===== src/rtl/twiddle_seq.sv =====
// Twiddle-factor address sequencer for a 32-point radix-2 DIF FFT with a one-cycle ROM.
// Optional inverse (conjugate) tagging is enabled by defining TWIDDLE_SEQ_IFFT_EN.
module twiddle_seq #(
    parameter int NUM_STAGES = 5
) (
    input  logic       clk,
    input  logic       rst_n,
    input  logic       start,
`ifdef TWIDDLE_SEQ_IFFT_EN
    input  logic       inverse,
    output logic       tw_conj,
`endif
    output logic       busy,
    output logic       done,
    output logic       rom_en,
    output logic [3:0] rom_addr,
    input  logic       tw_ready,
    output logic       tw_valid,
    output logic [2:0] tw_stage,
    output logic [3:0] tw_idx
);

    localparam logic [1:0] IDLE  = 2'd0;
    localparam logic [1:0] RUN   = 2'd1;
    localparam logic [1:0] DRAIN = 2'd2;

    localparam logic [2:0] LAST_S = 3'(NUM_STAGES - 1);

    logic [1:0] state_q, state_d;
    logic [2:0] s_q, s_d;
    logic [3:0] j_q, j_d;
    logic       tw_valid_q, tw_valid_d;
    logic [2:0] tw_stage_q, tw_stage_d;
    logic [3:0] tw_idx_q, tw_idx_d;
    logic       done_q, done_d;
    logic       issue;
`ifdef TWIDDLE_SEQ_IFFT_EN
    logic       conj_q, conj_d;
`endif

    // A new twiddle is fetched only when the output register is free or being drained.
    assign issue = (state_q == RUN) && (tw_ready || !tw_valid_q);

    always_comb begin
        state_d    = state_q;
        s_d        = s_q;
        j_d        = j_q;
        tw_valid_d = tw_valid_q;
        tw_stage_d = tw_stage_q;
        tw_idx_d   = tw_idx_q;
        done_d     = 1'b0;
`ifdef TWIDDLE_SEQ_IFFT_EN
        conj_d     = conj_q;
`endif

        if (issue) begin
            tw_valid_d = 1'b1;
            tw_stage_d = s_q;
            tw_idx_d   = j_q;
        end else if (tw_valid_q && tw_ready) begin
            tw_valid_d = 1'b0;
        end

        unique case (state_q)
            IDLE: begin
                if (start) begin
                    state_d = RUN;
                    s_d     = '0;
                    j_d     = '0;
`ifdef TWIDDLE_SEQ_IFFT_EN
                    conj_d  = inverse;
`endif
                end
            end
            RUN: begin
                if (issue) begin
                    if (j_q == 4'd15) begin
                        j_d = '0;
                        if (s_q == LAST_S) begin
                            state_d = DRAIN;
                            s_d     = '0;
                        end else begin
                            s_d = s_q + 3'd1;
                        end
                    end else begin
                        j_d = j_q + 4'd1;
                    end
                end
            end
            DRAIN: begin
                if (tw_valid_q && tw_ready) begin
                    state_d = IDLE;
                    done_d  = 1'b1;
                end
            end
            default: state_d = IDLE;
        endcase
    end

    always_ff @(posedge clk or negedge rst_n) begin
        if (!rst_n) begin
            state_q    <= IDLE;
            s_q        <= '0;
            j_q        <= '0;
            tw_valid_q <= 1'b0;
            tw_stage_q <= '0;
            tw_idx_q   <= '0;
            done_q     <= 1'b0;
`ifdef TWIDDLE_SEQ_IFFT_EN
            conj_q     <= 1'b0;
`endif
        end else begin
            state_q    <= state_d;
            s_q        <= s_d;
            j_q        <= j_d;
            tw_valid_q <= tw_valid_d;
            tw_stage_q <= tw_stage_d;
            tw_idx_q   <= tw_idx_d;
            done_q     <= done_d;
`ifdef TWIDDLE_SEQ_IFFT_EN
            conj_q     <= conj_d;
`endif
        end
    end

    assign busy     = (state_q != IDLE);
    assign done     = done_q;
    assign rom_en   = issue;
    assign rom_addr = j_q << s_q;
    assign tw_valid = tw_valid_q;
    assign tw_stage = tw_stage_q;
    assign tw_idx   = tw_idx_q;
`ifdef TWIDDLE_SEQ_IFFT_EN
    assign tw_conj  = conj_q;
`endif

endmodule


===== config.mk =====
export PLATFORM = sky130hd
export DESIGN_NAME = twiddle_seq
export DESIGN_NICKNAME = d
export VERILOG_FILES = /design/src/rtl/twiddle_seq.sv
export SDC_FILE = /design/constraint.sdc
export NUM_CORES = 1
export LEC_CHECK = 0
export ABC_AREA = 1
export CORE_MARGIN = 2
export CORE_UTILIZATION = 30
export DETAILED_ROUTE_END_ITERATION = 8
export PLACE_DENSITY = 0.59
export SLEW_MARGIN = 20
export SYNTH_ARGS = -nofsm -noshare
export SYNTH_HDL_FRONTEND = slang
export SYNTH_SLANG_ARGS = --single-unit

===== constraint.sdc =====
create_clock -name clk -period 1.6 [get_ports clk]
set_clock_uncertainty 0.2 [all_clocks]
set_input_delay 0.16 -clock clk [delete_from_list [all_inputs] [get_ports clk]]
set_output_delay 0.16 -clock clk [all_outputs]
set_load 0.005 [all_outputs]

==> results of run 1 <==
-- layout by cell type (no fill, tap or decap) --
cell and count:
nand2_1 32, buf_4 28, dfrtp_1 16, inv_1 13, clkdlybuf4s50_1 11, o21ai_0 10
nand2_2 9, nor2_1 9, nand3_1 7, buf_6 6, o21ai_2 3, nor2_4 3
nand2_4 3, nand3_2 3, ha_4 3, clkbuf_4 3, buf_2 3, o22ai_1 2
o21ai_1 2, inv_2 2, nand4_1 2, clkbuf_2 2, dfrtp_2 2, inv_4 1
nand3_4 1, xnor2_1 1, nor2_2 1, clkbuf_8 1, dlygate4sd3_1 1, dlymetal6s2s_1 1
clkdlybuf4s15_1 1
-- cells in the mapped netlist (all sizes together) --
cell,instances,share of area (%)
buf,1,1.2
clkbuf,1,0.39
dfrtp,18,46
ha,3,3.9
inv,16,6.2
nand2,44,19
nand3,11,5.7
nand4,2,1.3
nor2,13,6.6
o21ai,15,7.7
o22ai,2,1.3
xnor2,1,0.90
-- cells by family (layout without fill, tap and decap cells) --
group           Yosys count  count (layout)  share of synthesized area (%)
xor+xnor                  1               1                         0.8999
compound gates           17              17                          8.997
simple gates             70              70                          32.26
fa+ha+maj                 3               3                          3.856
flops                    18              18                          46.27
buf+inv                  18              73                          7.712
-- registers in the layout, indices dropped and copies added (netlist names) --
name	flops
done	1
j_q	4
s_q	3
state_q	2
tw_idx	4
tw_stage	3
tw_valid	1
-- critical path: cells and delay by family (launching register included) --
kind | cells | cell delay (ns)
flops | 1 | 0.45
compound gates | 2 | 0.23
buf+inv | 2 | 0.27
-- layer usage --
metal  vias up  global-route usage, %
met2        21                  27.04
met5         -                      0
met1       461                  17.74
li1        511                      -
met3         4                  4.051
met4         0                  1.863
-- final timing paths --
check	start	end	slack, ns
min in group asynchronous	rst_n	tw_idx[2]	0.54
hold reg to reg	tw_stage[1]	tw_stage[1]	0.29
max in group asynchronous	rst_n	state_q[1]	0.44
setup reg to reg	s_q[0]	s_q[2]	0.05
hold / removal	tw_stage[1]	tw_stage[1]	0.29
setup / recovery	s_q[0]	rom_addr[3]	-0.02
-- repair_timing --
action                                  4_1_cts  5_1_grt
setup buffers                                 8        8
pin swaps                                     4       20
endpoints found under the setup margin        8       16
hold endpoints to repair                     18        0
gates resized for setup                      27       36
hold buffers                                  1        0
-- per-stage QoR --
stage                      TNS, ns  setup slack (ns)  cells  utilization, %  area [µm²]
after CTS                  -0.1416           -0.1268    218           46.87        1443
after detailed placement   -0.2676           -0.1416    205           43.17        1329
after global placement     -0.1966           -0.1452    205           43.17        1329
final                     -0.02648          -0.01568    226           52.44        1614
after global routing       -0.3138          -0.09489    226           52.44        1614
after floorplan                  0           0.05223    127               -       973.4
-- power groups by stage --
stage                     Sequential, W  Combinational (W)  Clock [W]
after detailed placement       0.000678            0.00116          0
final                          0.000662            0.00156   0.000293
after global placement         0.000672            0.00115          0
after floorplan                0.000673           0.000601          0
after CTS                      0.000660            0.00128   0.000301
after global routing           0.000678            0.00174   0.000321
-- final cells by class --
| type | count | area (µm²) |
|---|---|---|
| clock buffers | 4 | 36.28 |
| multi-input cells | 91 | 561.8 |
| fillers | 300 | 1464 |
| well taps | 44 | 55.05 |
| inverters | 16 | 62.56 |
| flip-flops and latches | 18 | 452.9 |
| repair buffers | 53 | 445.4 |
==> results_dict.tcl, run 1 <==
set metrics [dict create \
    status "finished, violations left" \
    violations "negative setup slack" \
    clock_latency_ns 0.30 \
    power_frac_clock_pct 11.6 \
    initial_utilization_pct 31.63 \
    drt_wl_total_um 2545 \
    met2_length_um 1281 \
    p_leak_nw 0.8001 \
    rsz0062_at_grt "true" \
    routabilityCongestion 0.7810 \
    die_h_um 60.96 \
    fin_nets 190 \
    synth_cell_types 16 \
    firstDrtPassIters 4 \
    hold_depth 2 \
    drv_slew 0 \
    cap_viol_max_count 0 \
    rows 20 \
    hpwl_um 1674 \
    total_power_w 0.002516 \
    fp.coreArea_um2 3078 \
    finalSetupViolCount 2 \
    boundaryPins 19 \
    grt_max_degree 19 \
    p_int_w 0.001508 \
    dr_wl_met3_um 96 \
    root_buffer "clkbuf_4" \
    ys_seq_area_share_pct 46.27 \
    ys_ff_latch 18 \
    cp.arrival_ns 1.26 \
    slew_headroom_pct 83.40 \
    final_antenna_net_count 0 \
    fin_crit_sh_pct 101.0 \
    htreeDepth 1 \
    grt_pass1_wl_um 4084 \
    via_per_inst 4.412 \
    avgSynthCellArea_um2 7.665 \
    switching_share_pct 40.06 \
    required_ns 1.24 \
    critical_path_class "reg -> out" \
    antenna_found_initial 0 \
    grt_usage_pct 14.78 \
    drc 0 \
    slowest_stage "dfrtp_2" \
    synthCells 127 \
    yosys_warnings 0 \
    hold_class "reg -> reg" \
    p_switching_w 0.001008 \
    drive_gt1_share_pct 40.66 \
    crit_chain "buf_4 -> o21ai_2 -> o22ai_1 -> buf_2" \
    crit_path_max_incr_delay_ns 0.45 \
    area_delta_synth_final_pct 65.81 \
    cp_max_fo 4 \
    setup_ws_ns -0.01568 \
    wl_met1_um 1145 \
    cts_buffer_depth 2 \
    cts_tree "yes" \
    diodes 0 \
    share_seq_of_total_power_pct 26.3 \
    die_w_um 60.96 \
    period_minus_slack_ns 1.616 \
    vias 997 \
    detail_route.iter0.violations 36 \
    wl_per_cell_um 11.26 \
    cts_sinks 18 \
    tightest_slew_ns 0.2490 \
    dieArea_um2 3716 \
    grt_pass1_vias 967 \
    worst_hold_slack_ns 0.2948 \
    cts_made_buffers 3 \
    p_per_area_nw_per_um2 1559 \
    critical_path.startpoint_type "flip-flop" \
    netlist_area_um2 973.4 \
    hold_viol 0 \
    clk_pin_slew_ns 0.11 \
    port_buffers 18 \
    cp-end-kind "output port" \
    overflow 0 \
    fmax_mhz 618.9 \
    top_layer "met4" \
    syn-num-nets 134 \
    ir_worst_vdd_v 0.0008735 \
    p_comb_share_pct 62.0 \
    reg2regPathDepth 8 \
]
(Power assumes the default switching activity.)
==> inputs of run 2 (changes only) <==
--- a/config.mk
+++ b/config.mk
@@ -6,8 +6,8 @@
 export NUM_CORES = 1
 export LEC_CHECK = 0
 export ABC_AREA = 1
-export CORE_MARGIN = 2
 export CORE_UTILIZATION = 30
+export CTS_CLUSTER_DIAMETER = 40
 export DETAILED_ROUTE_END_ITERATION = 8
 export PLACE_DENSITY = 0.59
 export SLEW_MARGIN = 20
==> results_dict.tcl, run 2 (synthesis gave the netlist of run 1 again) <==
set metrics [dict create \
    status "finished, violations left" \
    violations "negative setup slack" \
    grt_busiest_layer "met2" \
    final_area_um2 1489 \
    met3_usage_pct 4.615 \
    crit_chain "buf_6 -> nand2_2 -> o21ai_2 -> o22ai_1 -> buf_2" \
    overflow 0 \
    fin_util_pct 48.37 \
    fin_nets 184 \
    diodes 0 \
    die_w_um 58.96 \
    grt_usage_pct 16.30 \
    fin_cells 220 \
    ir_worst_vdd_v 0.0007092 \
    die_h_um 58.96 \
    setup_ws_ns -0.03217 \
    area_delta_synth_final_pct 52.96 \
    cap_viol_max_count 0 \
    boundaryPins 19 \
    final_common_cell "nand2_1" \
    cp_max_fo 5 \
    dieArea_um2 3476 \
    period_minus_slack_ns 1.632 \
    worst_hold_slack_ns 0.2824 \
    final_cell_mix "36 x nand2_1, 26 x buf_4, 16 x dfrtp_1, 15 x inv_1, 11 x clkdlybuf4s50_1" \
    critical_path.startpoint_type "flip-flop" \
    rsz0062_at_grt "true" \
    cts_tree "yes" \
    finalSetupViolCount 2 \
    drive_gt1_share_pct 31.25 \
    dpl_cell_area_um2 1329 \
    drv_slew 0 \
    required_ns 1.24 \
    rows 20 \
    grt_max_degree 19 \
    cp.arrival_ns 1.27 \
    port_buffers 18 \
    routabilityCongestion 0.7746 \
    finalSetupTns_ns -0.04149 \
    slowest_stage "dfrtp_2" \
    cp_top_family "flip-flops" \
    root_buffer "clkbuf_4" \
    slew_headroom_pct 83.88 \
    vias 975 \
    hold_depth 4 \
    p_per_area_nw_per_um2 1542 \
    final_antenna_net_count 0 \
    clk_pin_slew_ns 0.11 \
    wl_per_cell_um 11.20 \
    fill_cells 327 \
    fmax_mhz 612.7 \
    grt_pass1_vias 956 \
    dp_cells 205 \
    cts_buffer_depth 2 \
    tightest_slew_ns 0.2418 \
    detail_route.iter0.violations 28 \
    gr-usage-met1_pct 20.28 \
    firstDrtPassIters 4 \
    crit_path_max_incr_delay_ns 0.45 \
    p_leak_nw 0.7574 \
    antenna_found_initial 0 \
    hold_class "in -> reg" \
    grt_pass1_wl_um 4153 \
    clock_latency_ns 0.31 \
    critPathBufInv 2 \
    htreeDepth 1 \
    fin_crit_sh_pct 102.0 \
    drc 0 \
    cp-end-kind "output port" \
    grtUsageMet2_pct 26.79 \
    hold_viol 0 \
    drt_wl_total_um 2465 \
    via_per_inst 4.432 \
    reg2regPathDepth 9 \
    cts_made_buffers 3 \
    cts_sinks 18 \
    initial_utilization_pct 31.63 \
    cp.depth 5 \
    critical_path_class "reg -> out" \
    fp.coreArea_um2 3078 \
    hpwl_um 1634 \
]
-- run 2: changes by cell type in the layout (fill, tap and decap cells not counted), sizes merged --
cell	previous run	this run
dlygate4sd2	0	1
clkdlybuf4s15	1	0
buf	37	31
-- run 2: final cells by class --
cell class / count / area (µm²) / share of cell area (%)
multi-input combinational: 91 / 500.5 / 33.61
timing repair buffer: 47 / 384.1 / 25.80
sequential: 18 / 452.9 / 30.42
tap: 44 / 55.05 / 3.697
inverter: 16 / 60.06 / 4.034
clock buffer: 4 / 36.28 / 2.437
-- run 2: path summary, 6_finish.rpt --
| kind | start | endpoint | slack (ns) |
|---|---|---|---|
| max | s_q[0] | rom_addr[2] | -0.03 |
| min | tw_ready | tw_valid | 0.28 |
| max reg2reg | s_q[0] | state_q[1] | 0.05 |
| min reg2reg | tw_idx[0] | tw_idx[0] | 0.29 |
| max in group asynchronous | rst_n | state_q[1] | 0.47 |
| min in group asynchronous | rst_n | done | 0.52 |
-- run 2: timing repair --
| item | CTS | global route |
|---|---|---|
| gates resized for setup | 25 | 15 |
| buffers inserted | 9 | 2 |
| pin swaps | 5 | 4 |
| hold buffers | 1 | 0 |
| cloned | 0 | 0 |
| endpoints found under the hold margin | 18 | 0 |
| setup endpoints to repair | 9 | 16 |
-- run 2: layer usage --
layer,wire length (µm),vias to the layer above
li1,-,503
met1,1157,440
met2,1156,27
met3,111,5
met4,40,0
met5,0,-
-- run 2: power by group --
group          switching, W  leakage, nW  internal [W]  total (W)
logic              0.000679        0.498      0.000653    0.00133
clock network      0.000158       0.0210      0.000139   0.000298
registers         0.0000928        0.239      0.000574   0.000667
-- run 2: stage by stage --
stage | total power [W] | setup slack, ns
floorplan | 0.001274 | 0.05223
global placement | 0.001815 | -0.1450
detailed placement | 0.001838 | -0.1467
CTS | 0.002255 | -0.1208
global route | 0.002505 | -0.09423
finish | 0.002297 | -0.03217
-- run 2: tightest hold or removal path, cell delays in order --
cell and delay [ns]:
clkdlybuf4s50_1 0.42, inv_1 0.06, nand2_1 0.06, nand2_1 0.07
